### config.mk
export PLATFORM = sky130hd
export DESIGN_NAME = sdram_byte_reader_flat
export DESIGN_NICKNAME = d
export VERILOG_FILES = /design/src/rtl/sdram_byte_reader_if.sv /design/src/rtl/sdram_byte_reader.sv /design/src/flat_wrapper.sv
export SDC_FILE = /design/constraint.sdc
export NUM_CORES = 1
export LEC_CHECK = 0
export CORE_MARGIN = 1.5
export CORE_UTILIZATION = 40
export DETAILED_ROUTE_END_ITERATION = 7
export PLACE_DENSITY_LB_ADDON = 0.25
export SLEW_MARGIN = 20
export SYNTH_ARGS = -nofsm -noshare
export SYNTH_HDL_FRONTEND = slang
export SYNTH_SLANG_ARGS = --single-unit
export TNS_END_PERCENT = 1
### constraint.sdc
create_clock -name clk -period 3.3 [get_ports clk]
set_input_delay 0.33 -clock clk [delete_from_list [all_inputs] [get_ports clk]]
set_output_delay 0.33 -clock clk [all_outputs]
set_load 0.1 [all_outputs]
### src/rtl/sdram_byte_reader_if.sv
// -----------------------------------------------------------------------------
// sdram_byte_reader_if
//
// Bundles the Avalon-style az_/za_ signals between a read master and the
// SDRAM controller.
//
//   az_addr        master -> ctrl  word address
//   az_be_n        master -> ctrl  byte enables, active low
//   az_cs          master -> ctrl  chip select
//   az_rd_n        master -> ctrl  read request, active low
//   az_wr_n        master -> ctrl  write request, active low
//   az_data        master -> ctrl  write data
//   za_data        ctrl -> master  read-return data
//   za_valid       ctrl -> master  read-return strobe
//   za_waitrequest ctrl -> master  stall; request is not taken while high
// -----------------------------------------------------------------------------
interface sdram_byte_reader_if #(
  parameter int ADDR_WIDTH = 22
);
  logic [ADDR_WIDTH-1:0] az_addr;
  logic [1:0]            az_be_n;
  logic                  az_cs;
  logic                  az_rd_n;
  logic                  az_wr_n;
  logic [15:0]           az_data;
  logic [15:0]           za_data;
  logic                  za_valid;
  logic                  za_waitrequest;

  modport master (
    output az_addr, az_be_n, az_cs, az_rd_n, az_wr_n, az_data,
    input  za_data, za_valid, za_waitrequest
  );

  modport slave (
    input  az_addr, az_be_n, az_cs, az_rd_n, az_wr_n, az_data,
    output za_data, za_valid, za_waitrequest
  );
endinterface

### src/rtl/sdram_byte_reader.sv
// -----------------------------------------------------------------------------
// sdram_byte_reader
//
// Reads 1-4 bytes starting at an arbitrary byte address from a 16-bit SDRAM
// controller. Issues pipelined word reads, collects the in-order returns and
// assembles a little-endian 32-bit result. Used for opcode/operand fetch and
// LOAD execution.
//
// Ports:
//   clk        system clock, rising edge
//   reset      synchronous, active-high
//   start      request strobe, only looked at while busy = 0
//   byte_addr  starting byte address (ADDR_WIDTH+1 bits)
//   len_m1     byte count minus one
//   busy       transfer in progress, or post-reset flush
//   done       one-cycle pulse, rd_data valid
//   rd_data    result; byte at byte_addr in [7:0], unused upper bytes zero
//   sdram      master side of the controller interface
//
// After reset the block stays busy for FLUSH_CYCLES so that read returns
// belonging to an abandoned transfer drain before a new one starts; the
// controller offers no way to cancel reads already in flight.
// -----------------------------------------------------------------------------
module sdram_byte_reader #(
  parameter int ADDR_WIDTH   = 22,
  parameter int FLUSH_CYCLES = 16
) (
  input  logic                  clk,
  input  logic                  reset,
  input  logic                  start,
  input  logic [ADDR_WIDTH:0]   byte_addr,
  input  logic [1:0]            len_m1,
  output logic                  busy,
  output logic                  done,
  output logic [31:0]           rd_data,
  sdram_byte_reader_if.master   sdram
);

  localparam int FLUSH_W = (FLUSH_CYCLES > 1) ? $clog2(FLUSH_CYCLES) : 1;
  localparam logic [FLUSH_W-1:0] FLUSH_LAST = FLUSH_W'(FLUSH_CYCLES - 1);

  typedef enum logic [1:0] {
    ST_FLUSH,
    ST_IDLE,
    ST_ISSUE,
    ST_WAIT
  } state_t;

  // ---------------------------------------------------------------------------
  // State
  // ---------------------------------------------------------------------------
  state_t                state_q,     state_d;
  logic [FLUSH_W-1:0]    flush_cnt_q, flush_cnt_d;
  logic [ADDR_WIDTH-1:0] addr_q,      addr_d;
  logic                  rd_n_q,      rd_n_d;
  logic                  lsb_q,       lsb_d;
  logic [1:0]            len_q,       len_d;
  logic [1:0]            nwords_q,    nwords_d;
  logic [1:0]            issued_q,    issued_d;
  logic [1:0]            recv_q,      recv_d;
  // Assembly buffer. The top byte of the third word can never land in the
  // 32-bit result (a third word only exists for odd addresses, which shift
  // the buffer down by one byte), so only 40 of the 48 bits are kept.
  logic [39:0]           buf_q,       buf_d;
  logic [31:0]           rd_data_q,   rd_data_d;
  logic                  done_q,      done_d;

  logic                  accept;
  logic                  capture;
  logic [2:0]            nw_sum;

  // Select the requested bytes out of the collected words and zero the rest.
  function automatic logic [31:0] assemble(input logic [39:0] b,
                                           input logic        lsb,
                                           input logic [1:0]  len);
    logic [31:0] w;
    w = lsb ? b[39:8] : b[31:0];
    for (int i = 0; i < 4; i++) begin
      if (i > int'(len)) w[8*i +: 8] = 8'h00;
    end
    return w;
  endfunction

  // Words needed to cover len_m1+1 bytes starting at an even or odd byte.
  assign nw_sum = {2'b00, byte_addr[0]} + {1'b0, len_m1} + 3'd2;

  // A request is taken by the controller on any edge with rd_n low and no stall.
  assign accept = !rd_n_q && !sdram.za_waitrequest;

  // Returns are only meaningful while a transfer is open; anything seen in
  // FLUSH or IDLE is a leftover from an abandoned transfer.
  assign capture = sdram.za_valid
                && ((state_q == ST_ISSUE) || (state_q == ST_WAIT))
                && (recv_q != nwords_q);

  // ---------------------------------------------------------------------------
  // Next-state / output logic
  // ---------------------------------------------------------------------------
  always_comb begin
    // NOTE: every signal assigned here gets its hold value first, so no path
    // through the case statement can leave one unassigned and infer a latch.
    state_d     = state_q;
    flush_cnt_d = flush_cnt_q;
    addr_d      = addr_q;
    rd_n_d      = rd_n_q;
    lsb_d       = lsb_q;
    len_d       = len_q;
    nwords_d    = nwords_q;
    issued_d    = issued_q;
    recv_d      = recv_q;
    buf_d       = buf_q;
    rd_data_d   = rd_data_q;
    done_d      = 1'b0;

    // Return k lands in buffer bits [16k+15:16k]; capture runs in parallel
    // with issuing so a return coinciding with the last acceptance is kept.
    if (capture) begin
      case (recv_q)
        2'd0:    buf_d[15:0]  = sdram.za_data;
        2'd1:    buf_d[31:16] = sdram.za_data;
        2'd2:    buf_d[39:32] = sdram.za_data[7:0];
        default: ;
      endcase
      recv_d = recv_q + 2'd1;
    end

    case (state_q)
      ST_FLUSH: begin
        if (flush_cnt_q == FLUSH_LAST) state_d = ST_IDLE;
        else                           flush_cnt_d = flush_cnt_q + FLUSH_W'(1);
      end

      ST_IDLE: begin
        if (start) begin
          lsb_d    = byte_addr[0];
          len_d    = len_m1;
          nwords_d = 2'(nw_sum >> 1);
          issued_d = 2'd0;
          recv_d   = 2'd0;
          buf_d    = '0;
          addr_d   = byte_addr[ADDR_WIDTH:1];
          rd_n_d   = 1'b0;
          state_d  = ST_ISSUE;
        end
      end

      ST_ISSUE: begin
        // Address and rd_n only move on acceptance, so they hold through stalls.
        if (accept) begin
          if (issued_q == nwords_q - 2'd1) begin
            rd_n_d  = 1'b1;
            state_d = ST_WAIT;
          end else begin
            issued_d = issued_q + 2'd1;
            addr_d   = addr_q + ADDR_WIDTH'(1);   // wraps at 2^ADDR_WIDTH
          end
        end
      end

      ST_WAIT: begin
        if (recv_d == nwords_q) begin
          rd_data_d = assemble(buf_d, lsb_q, len_q);
          done_d    = 1'b1;
          state_d   = ST_IDLE;
        end
      end

      default: state_d = ST_FLUSH;
    endcase
  end

  // ---------------------------------------------------------------------------
  // State register
  // ---------------------------------------------------------------------------
  // NOTE: sequential state uses non-blocking assignments so every register
  // samples its pre-edge next value, independent of statement order.
  always_ff @(posedge clk) begin
    if (reset) begin
      state_q     <= ST_FLUSH;
      flush_cnt_q <= '0;
      addr_q      <= '0;
      rd_n_q      <= 1'b1;
      lsb_q       <= 1'b0;
      len_q       <= 2'd0;
      nwords_q    <= 2'd0;
      issued_q    <= 2'd0;
      recv_q      <= 2'd0;
      buf_q       <= '0;
      rd_data_q   <= '0;
      done_q      <= 1'b0;
    end else begin
      state_q     <= state_d;
      flush_cnt_q <= flush_cnt_d;
      addr_q      <= addr_d;
      rd_n_q      <= rd_n_d;
      lsb_q       <= lsb_d;
      len_q       <= len_d;
      nwords_q    <= nwords_d;
      issued_q    <= issued_d;
      recv_q      <= recv_d;
      buf_q       <= buf_d;
      rd_data_q   <= rd_data_d;
      done_q      <= done_d;
    end
  end

  // ---------------------------------------------------------------------------
  // Outputs
  // ---------------------------------------------------------------------------
  assign busy    = (state_q != ST_IDLE);
  assign done    = done_q;
  assign rd_data = rd_data_q;

  assign sdram.az_addr = addr_q;
  assign sdram.az_rd_n = rd_n_q;
  assign sdram.az_be_n = 2'b00;
  assign sdram.az_cs   = 1'b1;
  assign sdram.az_wr_n = 1'b1;
  assign sdram.az_data = 16'h0000;

endmodule

### src/flat_wrapper.sv
// flat-port wrapper written by rule: the top's interface ports become plain ports
module sdram_byte_reader_flat 
#(
  parameter int ADDR_WIDTH   = 22,
  parameter int FLUSH_CYCLES = 16
)
  (clk, reset, start, byte_addr, len_m1, busy, done, rd_data, sdram_az_addr, sdram_az_be_n, sdram_az_cs, sdram_az_rd_n, sdram_az_wr_n, sdram_az_data, sdram_za_data, sdram_za_valid, sdram_za_waitrequest);
  sdram_byte_reader_if #(.ADDR_WIDTH(ADDR_WIDTH)) sdram_i ();
  input  logic clk;
  input  logic reset;
  input  logic start;
  input  logic [ADDR_WIDTH:0] byte_addr;
  input  logic [1:0] len_m1;
  output logic busy;
  output logic done;
  output logic [31:0] rd_data;
  output wire logic [$bits(sdram_i.az_addr)-1:0] sdram_az_addr;
  output wire logic [$bits(sdram_i.az_be_n)-1:0] sdram_az_be_n;
  output wire logic [$bits(sdram_i.az_cs)-1:0] sdram_az_cs;
  output wire logic [$bits(sdram_i.az_rd_n)-1:0] sdram_az_rd_n;
  output wire logic [$bits(sdram_i.az_wr_n)-1:0] sdram_az_wr_n;
  output wire logic [$bits(sdram_i.az_data)-1:0] sdram_az_data;
  input wire logic [$bits(sdram_i.za_data)-1:0] sdram_za_data;
  input wire logic [$bits(sdram_i.za_valid)-1:0] sdram_za_valid;
  input wire logic [$bits(sdram_i.za_waitrequest)-1:0] sdram_za_waitrequest;
  assign sdram_az_addr = sdram_i.az_addr;
  assign sdram_az_be_n = sdram_i.az_be_n;
  assign sdram_az_cs = sdram_i.az_cs;
  assign sdram_az_rd_n = sdram_i.az_rd_n;
  assign sdram_az_wr_n = sdram_i.az_wr_n;
  assign sdram_az_data = sdram_i.az_data;
  assign sdram_i.za_data = sdram_za_data;
  assign sdram_i.za_valid = sdram_za_valid;
  assign sdram_i.za_waitrequest = sdram_za_waitrequest;
  sdram_byte_reader #(.ADDR_WIDTH(ADDR_WIDTH), .FLUSH_CYCLES(FLUSH_CYCLES)) u_core (.clk(clk), .reset(reset), .start(start), .byte_addr(byte_addr), .len_m1(len_m1), .busy(busy), .done(done), .rd_data(rd_data), .sdram(sdram_i));
endmodule
# Word-level counts from Yosys, hierarchy flattened
# Index checks and enable logic that the tools add are counted.
# totals
word_cells	88
register_bits	111
input_bits	46
# classes
mux	32
n_reduce_logical	16
magnitude_cmp	3
n_addsub	7
bitwise_logic	2
eq_ne	16
# ops
cell	n
$mux W40	3
$mux W22	3
$pmux W22 S2	1
$mux W16	2
$mux W32	1
$mux W8	4
$add A22 B1 Y22 const B	1
$mux W2	11
$ne A2 B2 Y1 const B	4
$pmux W2 S4	1
$reduce_and A4 Y1	2
$eq A2 B2 Y1 const B	3
$ne A2 B1 Y1 const B	3
$reduce_and A2 Y1	3
$reduce_and A5 Y1	1
$add A2 B1 Y2 const B	2
$add A4 B1 Y4 const B	1
$eq A2 B1 Y1 const B	2
$eq A2 B2 Y1	2
$eq A4 B4 Y1 const B	1
$gt A2 B2 Y1 const A	2
$logic_not A2 Y1	2
$mux W1	4
$pmux W2 S2	1
12 further kinds	16

# Logic depth before layout (Yosys ltp)
# depth
depth_word	8
mapped_depth	8

# Worst setup path after synthesis
# Ideal clock, no wire load.
# synth_path
kind	register -> register
start	reg u_core.addr_q[9], in the netlist u_core.sdram.az_addr[9]
end	reg u_core.addr_q[21], in the netlist u_core.sdram.az_addr[21]
setup_ns	0.074
setup_slack_ns	0.720
required_time_ns	3.226
t_arrival_ns	2.506
path_buffers	0
path_stages_with_launch	6
cell_sequence	dfxtp_1 > nand3_1 > nor4_4 > nand4_1 > or3_1 > a31oi_1
# synth_between
elab_chain_len	4
# synth_rtl
element	line	text
start, declared	sdram_byte_reader.sv:54	logic [ADDR_WIDTH-1:0] addr_q, addr_d;
start signal, assigned	sdram_byte_reader.sv:194	addr_q <= addr_d;
$add A22 B1 Y22	sdram_byte_reader.sv:155	addr_d = addr_q + ADDR_WIDTH'(1);
$mux W22	sdram_byte_reader.sv:150	if (issued_q == nwords_q - 2'd1) begin
$mux W22	sdram_byte_reader.sv:149	if (accept) begin
$pmux W22 S2	sdram_byte_reader.sv:127	case (state_q)
# Every way passes these cells. The select of a mux whose other input is x is not followed.
# A chain may end at the register's enable or synchronous reset.

# Worst setup path in the final report
# layout_path
start	reg u_core.state_q[0]
end	reg u_core.addr_q[17], in the netlist u_core.sdram.az_addr[17]
# layout_between
elab_chain_len	3
# layout_rtl
element	line	text
start, declared	sdram_byte_reader.sv:52	state_t state_q, state_d;
start signal, assigned	sdram_byte_reader.sv:192	state_q <= state_d;
$eq A2 B2 Y1 or $eq A2 B1 Y1 (tied branches)	sdram_byte_reader.sv:127	
$ne A2 B1 Y1 (no line), or another cell as far along	-	
$reduce_and A4 Y1 (no line)	-	
# Parallel ways exist; a longest one is shown, timed or not.

==> metrics.md <==
| Metric | Value |
|---|---|
| Outcome | complete, no violations |
| Cell Chain, Critical Path | inv_1 > ha_1 > buf_4 > clkinv_1 > nor3_1 > a41oi_1 > o21a_1 |
| Drt drc | 0 |
| Post-synth EDFFs | 0 |
| Achievable Freq | 413 MHz |
| Critical path's slowest cell | nor3_1 |
| Hold-fix buffers, CTS | 0 |
| CTS Buf Count | 9 |
| Netlist cell types | 58 |
| Skew final | 12.0 ps |
| Post-CTS setup buffer count | 0 |
| Ys async rst share | 0% |
| Final Hold Vio Count | 0 |
| Crit path required time | 3550 ps |
| Min Hold Slack | 459 ps |
| Via/cell ratio | 5.47 |
| Dominant synthesized flop cell | dfxtp_1 |
| Fillers | 1,264 |
| Max incr delay on CP | 720 ps |
| Worst hold path type | register to register |
| Dpl ws | 800 ps |
| Avg Cell Area, Syn | 8.93 µm² |
| Total GRT Usage | 20.2% |
| Setup WS post-layout | 877 ps |
| Minimum clock period | 2420 ps |
| Vias in the first global route | 4,527 |
| Die Wd | 121 µm |
| Setup Viol. Count Final | 0 |
| Number of diodes | 0 |
| Routed Antenna Nets | 0 |
| Initial Utilization | 41.4% |
| Psw | 1080 µW |
| Starting DRT DRC Count | 328 |
| Total wire length | 14,500 µm |
| Layout Cells excl Fill | 886 |
| Headroom to the max-slew limit | 30.7% |
| TritonCTS Sinks | 111 |
| Clk pwr share | 36.4% |
| Int Pwr | 2260 µW |
| PnR Total Power | 3340 µW |
| Largest net degree at the start of global routing | 44 |
| Max Cap Violations | 0 |
| Clk_lat worst skew | 350 ps |
| Clk slew on worst S/H paths | 80 ps |
| Synthesized area | 5550 µm² |
| DR vias | 4,843 |
| Antenna violations before repair | 0 |
| H-tree depth | 3 |
| Post-Synthesis Cells | 621 |
| Reg2Reg Setup Slack | 880 ps |
| Seq/Total Area, Yosys | 40.1% |
| Final-report max-slew violation count | 0 |
| Die height | 121 µm |
| Crit Path Category | register to register |
| Reg power frac | 43.4% |
| Core Region | 13,400 µm² |
| First-pass GRT wire length | 23,100 µm |
| Worst slew pin tran | 1040 ps |
| Fraction of layout instances using a drive strength above 1 | 6.06% |
| Endpoint type of the worst setup path | register |
| Power Density | 482 nW/µm² |
| CTS tree | yes |
| Dpl cells | 870 |
| Switching share of total power | 32.3% |
| Worst vdd ir | 0.455 mV |
| Tcrit/Tclk final | 73.4% |
| Routed wire per std cell | 16.4 µm |
| GRT overflow | 0 |
| Pre-antenna DRT Iters | 5 |
| Unrepaired setup endpoints after global routing | no |
| Combinational share of power | 20.2% |
| Ports | 123 |
| Worst-path fanout max | 31 |
| Cts repair resizes | 0 |
| Area grow syn2layout | 25.0% |
| Clock Path Buffers | 2 |
| WP data arrival | 2670 ps |
| Die area | 14,600 µm² |
| FP Rows | 42 |
| Root Buffer | clkbuf_16 |
| Yosys reg bits | 111 |
| Post-Route Setup TNS | 0 ps |
| Nets | 762 |
| Static Leak | 0.00243 µW |
| YS warnings | 0 |
| DPL Wire Length | 10,400 µm |
| Count of input and output buffers | 102 |
| Final Wtd Congestion | 0.872 |
| CP Launch Type | register |
-- cells by family (layout without fill, tap and decap cells) --
logic type      count (synthesis)  count (layout)  share of synthesized area, %
compound gates                147             147                          19.0
flops                         111             111                          40.1
buf+inv                        71             142                          6.88
other cells                     2              20                         0.135
fa+ha+maj                      11              11                          2.48
mux                            69              69                          12.5
simple gates                  202             202                          17.3
xor+xnor                        8               8                          1.53
-- routing by layer --
| metal | global-route usage [%] | vias up | routed length [µm] |
|---|---|---|---|
| met1 | 25.6 | 2312 | 6350 |
| met3 | 5.24 | 25 | 781 |
| met2 | 33.5 | 157 | 7010 |
| met4 | 6.47 | 0 | 352 |
| li1 | - | 2349 | - |
| met5 | 0 | - | 0 |
-- stage by stage --
step                utilization [%]  area (µm²)
global placement               49.3        6600
finish                         51.8        6940
detailed placement             49.3        6600
floorplan                         -        5620
global route                   51.8        6940
CTS                            51.8        6940
-- area by class of cell --
type | instances | area [µm²] | share of cell area (%)
Inverter | 14 | 52.6 | 0.758
Multi-Input combinational cell | 457 | 3010 | 43.4
Sequential cell | 111 | 2220 | 32.1
Tap cell | 176 | 220 | 3.18
Clock buffer | 10 | 239 | 3.45
Clock inverter | 6 | 95.1 | 1.37
Timing Repair Buffer | 112 | 1090 | 15.8
-- synth_stat cells (14+ instances only) --
cell type	instances	area share (%)
nand3_1	14	1.3
buf_4	24	3.2
mux2i_1	68	12
a22o_1	24	3.8
o21ai_0	16	1.4
nor2_1	58	3.9
clkbuf_1	20	1.4
nand2_1	64	4.3
a21oi_1	51	4.6
dfxtp_1	111	40
-- path summary, 6_finish.rpt --
path                startpoint                       end  cells past startpoint
max          u_core.state_q[0]  u_core.sdram.az_addr[17]                      7
min            u_core.buf_q[4]           u_core.buf_q[4]                      2
max reg2reg  u_core.state_q[0]  u_core.sdram.az_addr[17]                      7
min reg2reg    u_core.buf_q[4]           u_core.buf_q[4]                      2
-- registers in the layout, summed over array words and instances (netlist names) --
name	count
u_core.nwords_q	2
u_core.sdram.az_rd_n	1
u_core.sdram.az_addr	22
u_core.lsb_q	1
u_core.state_q	2
u_core.rd_data	32
u_core.flush_cnt_q	4
u_core.issued_q	2
u_core.buf_q	40
u_core.done	1
u_core.recv_q	2
u_core.len_q	2
-- layout by cell type (no fill, tap or decap), drive strengths merged, types with 4 or more instances in the layout --
master	synthesis	routed
o21ai	17	17
nor2b	13	13
dfxtp	111	111
conb	2	20
buf	36	11
nor2	58	58
nand3	14	14
nor3	12	12
clkdlybuf4s50	0	101
nand2b	12	12
o21a	4	4
a211oi	17	17
nor4	6	6
a32o	8	8
o32ai	6	6
ha	11	11
clkbuf	21	10
a21oi	53	53
mux2i	68	68
inv	13	17
a22o	24	24
nand4	5	5
nand2	65	65
and3	7	7
xnor2	5	5
-- power by group through the flow --
stage	sequential, µW	combinational (µW)	clock, µW
after floorplan	1680	307	0
after global placement	1480	667	0
after detailed placement	1480	674	0
after CTS	1450	675	1250
after global routing	1460	708	1300
final	1450	674	1220
-- worst max-delay path: cells and delay by family, from the launching register on --
kind,cells,cell delay [ps]
flip-flops,1,350
AND/OR/NAND/NOR,1,720
AO/OA/AOI/OAI,2,340
adder cells (fa/ha/maj),1,230
buffers and inverters,3,680
Note: power is estimated with default switching activity, not from simulation.
==> RTL edit: new RTL, config.mk and constraints unchanged <==
`FLUSH_CYCLES` is set to 16 in 2 places; all go to 32.
--- a/src/rtl/sdram_byte_reader.sv
+++ b/src/rtl/sdram_byte_reader.sv
@@ -23,7 +23,7 @@
 // -----------------------------------------------------------------------------
 module sdram_byte_reader #(
   parameter int ADDR_WIDTH   = 22,
-  parameter int FLUSH_CYCLES = 16
+  parameter int FLUSH_CYCLES = 32
 ) (
   input  logic                  clk,
   input  logic                  reset,
--- a/src/flat_wrapper.sv
+++ b/src/flat_wrapper.sv
@@ -2,7 +2,7 @@
 module sdram_byte_reader_flat 
 #(
   parameter int ADDR_WIDTH   = 22,
-  parameter int FLUSH_CYCLES = 16
+  parameter int FLUSH_CYCLES = 32
 )
   (clk, reset, start, byte_addr, len_m1, busy, done, rd_data, sdram_az_addr, sdram_az_be_n, sdram_az_cs, sdram_az_rd_n, sdram_az_wr_n, sdram_az_data, sdram_za_data, sdram_za_valid, sdram_za_waitrequest);
   sdram_byte_reader_if #(.ADDR_WIDTH(ADDR_WIDTH)) sdram_i ();
Check against the original RTL: no difference found for any inputs over 10 cycles, from zero or initial values and one cycle with reset high; that may be too few to reach the edited logic, so the function may still have changed.
==> RTL edit against the original RTL <==
  * Synthesized cell count fell by 6.9%
  * Synthesized area fell by 0.34%
  * Wire length fell by 5.0%
  * First-iteration DRC count fell by 14%
  * Final cell count fell by 4.2%
  * Final area barely moved
  * Sequential cell count rose by 1
  * Non-clock buffer count rose by 3
  * Setup slack got worse by 140 ps
  * Sequential share of layout area rose by 0.26 points
Power is not compared: it rests on default switching activity, and its combinational part moved more than twofold at a synthesized area within 25%.
==> RTL edit: results (changes against the original RTL) <==
Power
The cell internal power dissipation is 0.00237 W. The part of the total power dissipated in the clock network is 26.9%. The analysis attributes to cell leakage a power of 2.55 nW.

The design draws 0.00413 W.

Final layout
The layout net count is 726 (-4.7%). The signed area change from the synthesized netlist to the final layout is 25.5%. The share of final-layout standard cells stronger than drive strength 1 is 7.88% (+1.8 points). The number of fill cells in the layout is 1264 (unchanged).

Logic synthesis
Yosys attributes the largest share of cell area to dfxtp_1, mux2i_1, nor2_1. The number of warnings printed during yosys synthesis is 0 (unchanged). The adder and majority gate portion of the synthesized area is 2.72% (+0.23 points).

The commonest register cell after synthesis is dfxtp_1. The area fraction in compound gates after synthesis was 17.2% (-1.8 points). The share of synthesized area spent on multiplexers was 16.2% (+3.6 points).

The register area share after synthesis was 40.6% (+0.50 points). The fraction of synthesized cell area taken by the top area cell type is 40.6% (+0.50 points). The distinct cell type count after synthesis was 60 (+3.4%). The synthesized-area fraction occupied by xor and xnor cells is 1.54% (+0.0052 points). The post-synthesis average cell area came to 9.57 um^2 (+7.1%). By count the netlist is led by dfxtp_1, nor2_1, mux2i_1, nand2_1, a21oi_1. The async set-reset flop share out of synthesis was 0% (unchanged).

Route
The number of violations reported at the end of detailed-routing iteration 0 came to 281 (-14%). The number of vias after detailed routing was 4636 (-4.3%). The routed length per placed instance is 16.2 um (-0.86%).

The wire length reported by the detailed router came to 13800 um (-5.0%).

Critical path
The worst path arrival time was 2820 ps (+150 ps). The family with the most delay on the worst path is compound AO/OA/AOI/OAI gates. The slowest stage of the critical path belongs to the cell a211oi_4.

The biggest fanout along the worst timing path is 18 (-42%). The delay of the slowest cell on the worst path was 570 ps (-150 ps). The flop-to-flop setup slack is 730 ps (-140 ps).

Global routing
The global-route total usage across every layer is 19.2% (-0.96 points). The number of antenna violations at the first check in global routing is 0 (unchanged). The largest net degree at the start of global routing came to 43 (-2.3%). The first-pass GRT wire length is 22300 um (-3.7%). The via count of the first global-routing pass is 4446 (-1.8%).

Timing
The worst setup skew after layout is 8.60 ps (-3.41 ps). The worst-case headroom to the max-slew limit is 34.0% (+3.3 points). The tightest hold margin is 451 ps (-7.57 ps). The share of the clock period used by the worst path is 77.8% (+4.4 points). The number of slew-limit violations in the final report came to 0 (unchanged).

Clocking
The number of buffers created by CTS is 9 (unchanged). The clock root buffer is clkbuf_16. The number of setup buffers added after CTS was 0 (unchanged). The number of resized instances in the post-cts repair step is 0 (unchanged). The number of levels in the clock H-tree is 3 (unchanged).

Placement
The setup slack at placement came to 531 ps (-269 ps). The total half-perimeter wirelength after legalization and detailed placement is 9740 um (-6.6%). The area of placed instances is 0.00663 mm^2 (+0.49%).

The count of input and output buffers is 102 (unchanged). The total instance count after detailed placement is 833 (-4.3%). The final RePlAce weighted congestion came to 0.852 (-2.3%).

Run status
The flow ran to the end, and the final reports show no timing, DRC or antenna violations.

Hold path
The tightest min-delay check is of the flop to flop type.
RTL edit: cell types whose count changed after synthesis, sizes merged, moves of 6 or more:
cell | before | now
a22o | 24 | 18
o22ai | 0 | 9
a21oi | 53 | 30
a211oi | 17 | 10
nand2b | 12 | 4
a21o | 1 | 9
mux4 | 0 | 16
nor2b | 13 | 5
nor3 | 12 | 6
nand2 | 65 | 48
mux2i | 68 | 48
RTL edit: area by class of cell:
class	instances	share of cell area, %
clock inverter	6	0.938
multi-input combinational	412	42.9
clock buffer	10	3.44
inverter	18	0.974
tap	176	3.17
timing repair buffer	115	16.3
sequential	112	32.3
RTL edit: per-layer routing:
| layer | part of all wire [%] | GRT usage, % | routed length [um] |
|---|---|---|---|
| met1 | 45 | 25.4 | 6170 |
| met2 | 49 | 31.5 | 6710 |
| met3 | 5.0 | 4.15 | 684 |
| met4 | 1.5 | 5.96 | 207 |
| met5 | 0 | 0 | 0 |
RTL edit: final timing paths:
| check | to | start | cells after the start |
|---|---|---|---|
| worst max-delay path | u_core.rd_data[1]$_SDFFE_PP0P_ | u_core.state_q[0]$_SDFFE_PP0P_ | 7 |
| worst min-delay path | u_core.buf_q[0]$_SDFF_PP0_ | u_core.buf_q[0]$_SDFF_PP0_ | 2 |
| worst min register to register | u_core.buf_q[0]$_SDFF_PP0_ | u_core.buf_q[0]$_SDFF_PP0_ | 2 |
| worst max register to register | u_core.rd_data[1]$_SDFFE_PP0P_ | u_core.state_q[0]$_SDFFE_PP0P_ | 7 |
RTL edit: cell families after synthesis:
group                      after synthesis
and+or+nand+nor                        174
xor gates and xnor gates                 8
muxes                                   66
buffers and inverters                   72
AOI/OAI and AO/OA                      132
adders and majority gates               12
DFF                                    112
other                                    2
RTL edit: tightest hold or removal path: stages (launching register included):
cell     delay, ps
dfxtp_1        310
nand2_1         50
a21oi_1         50
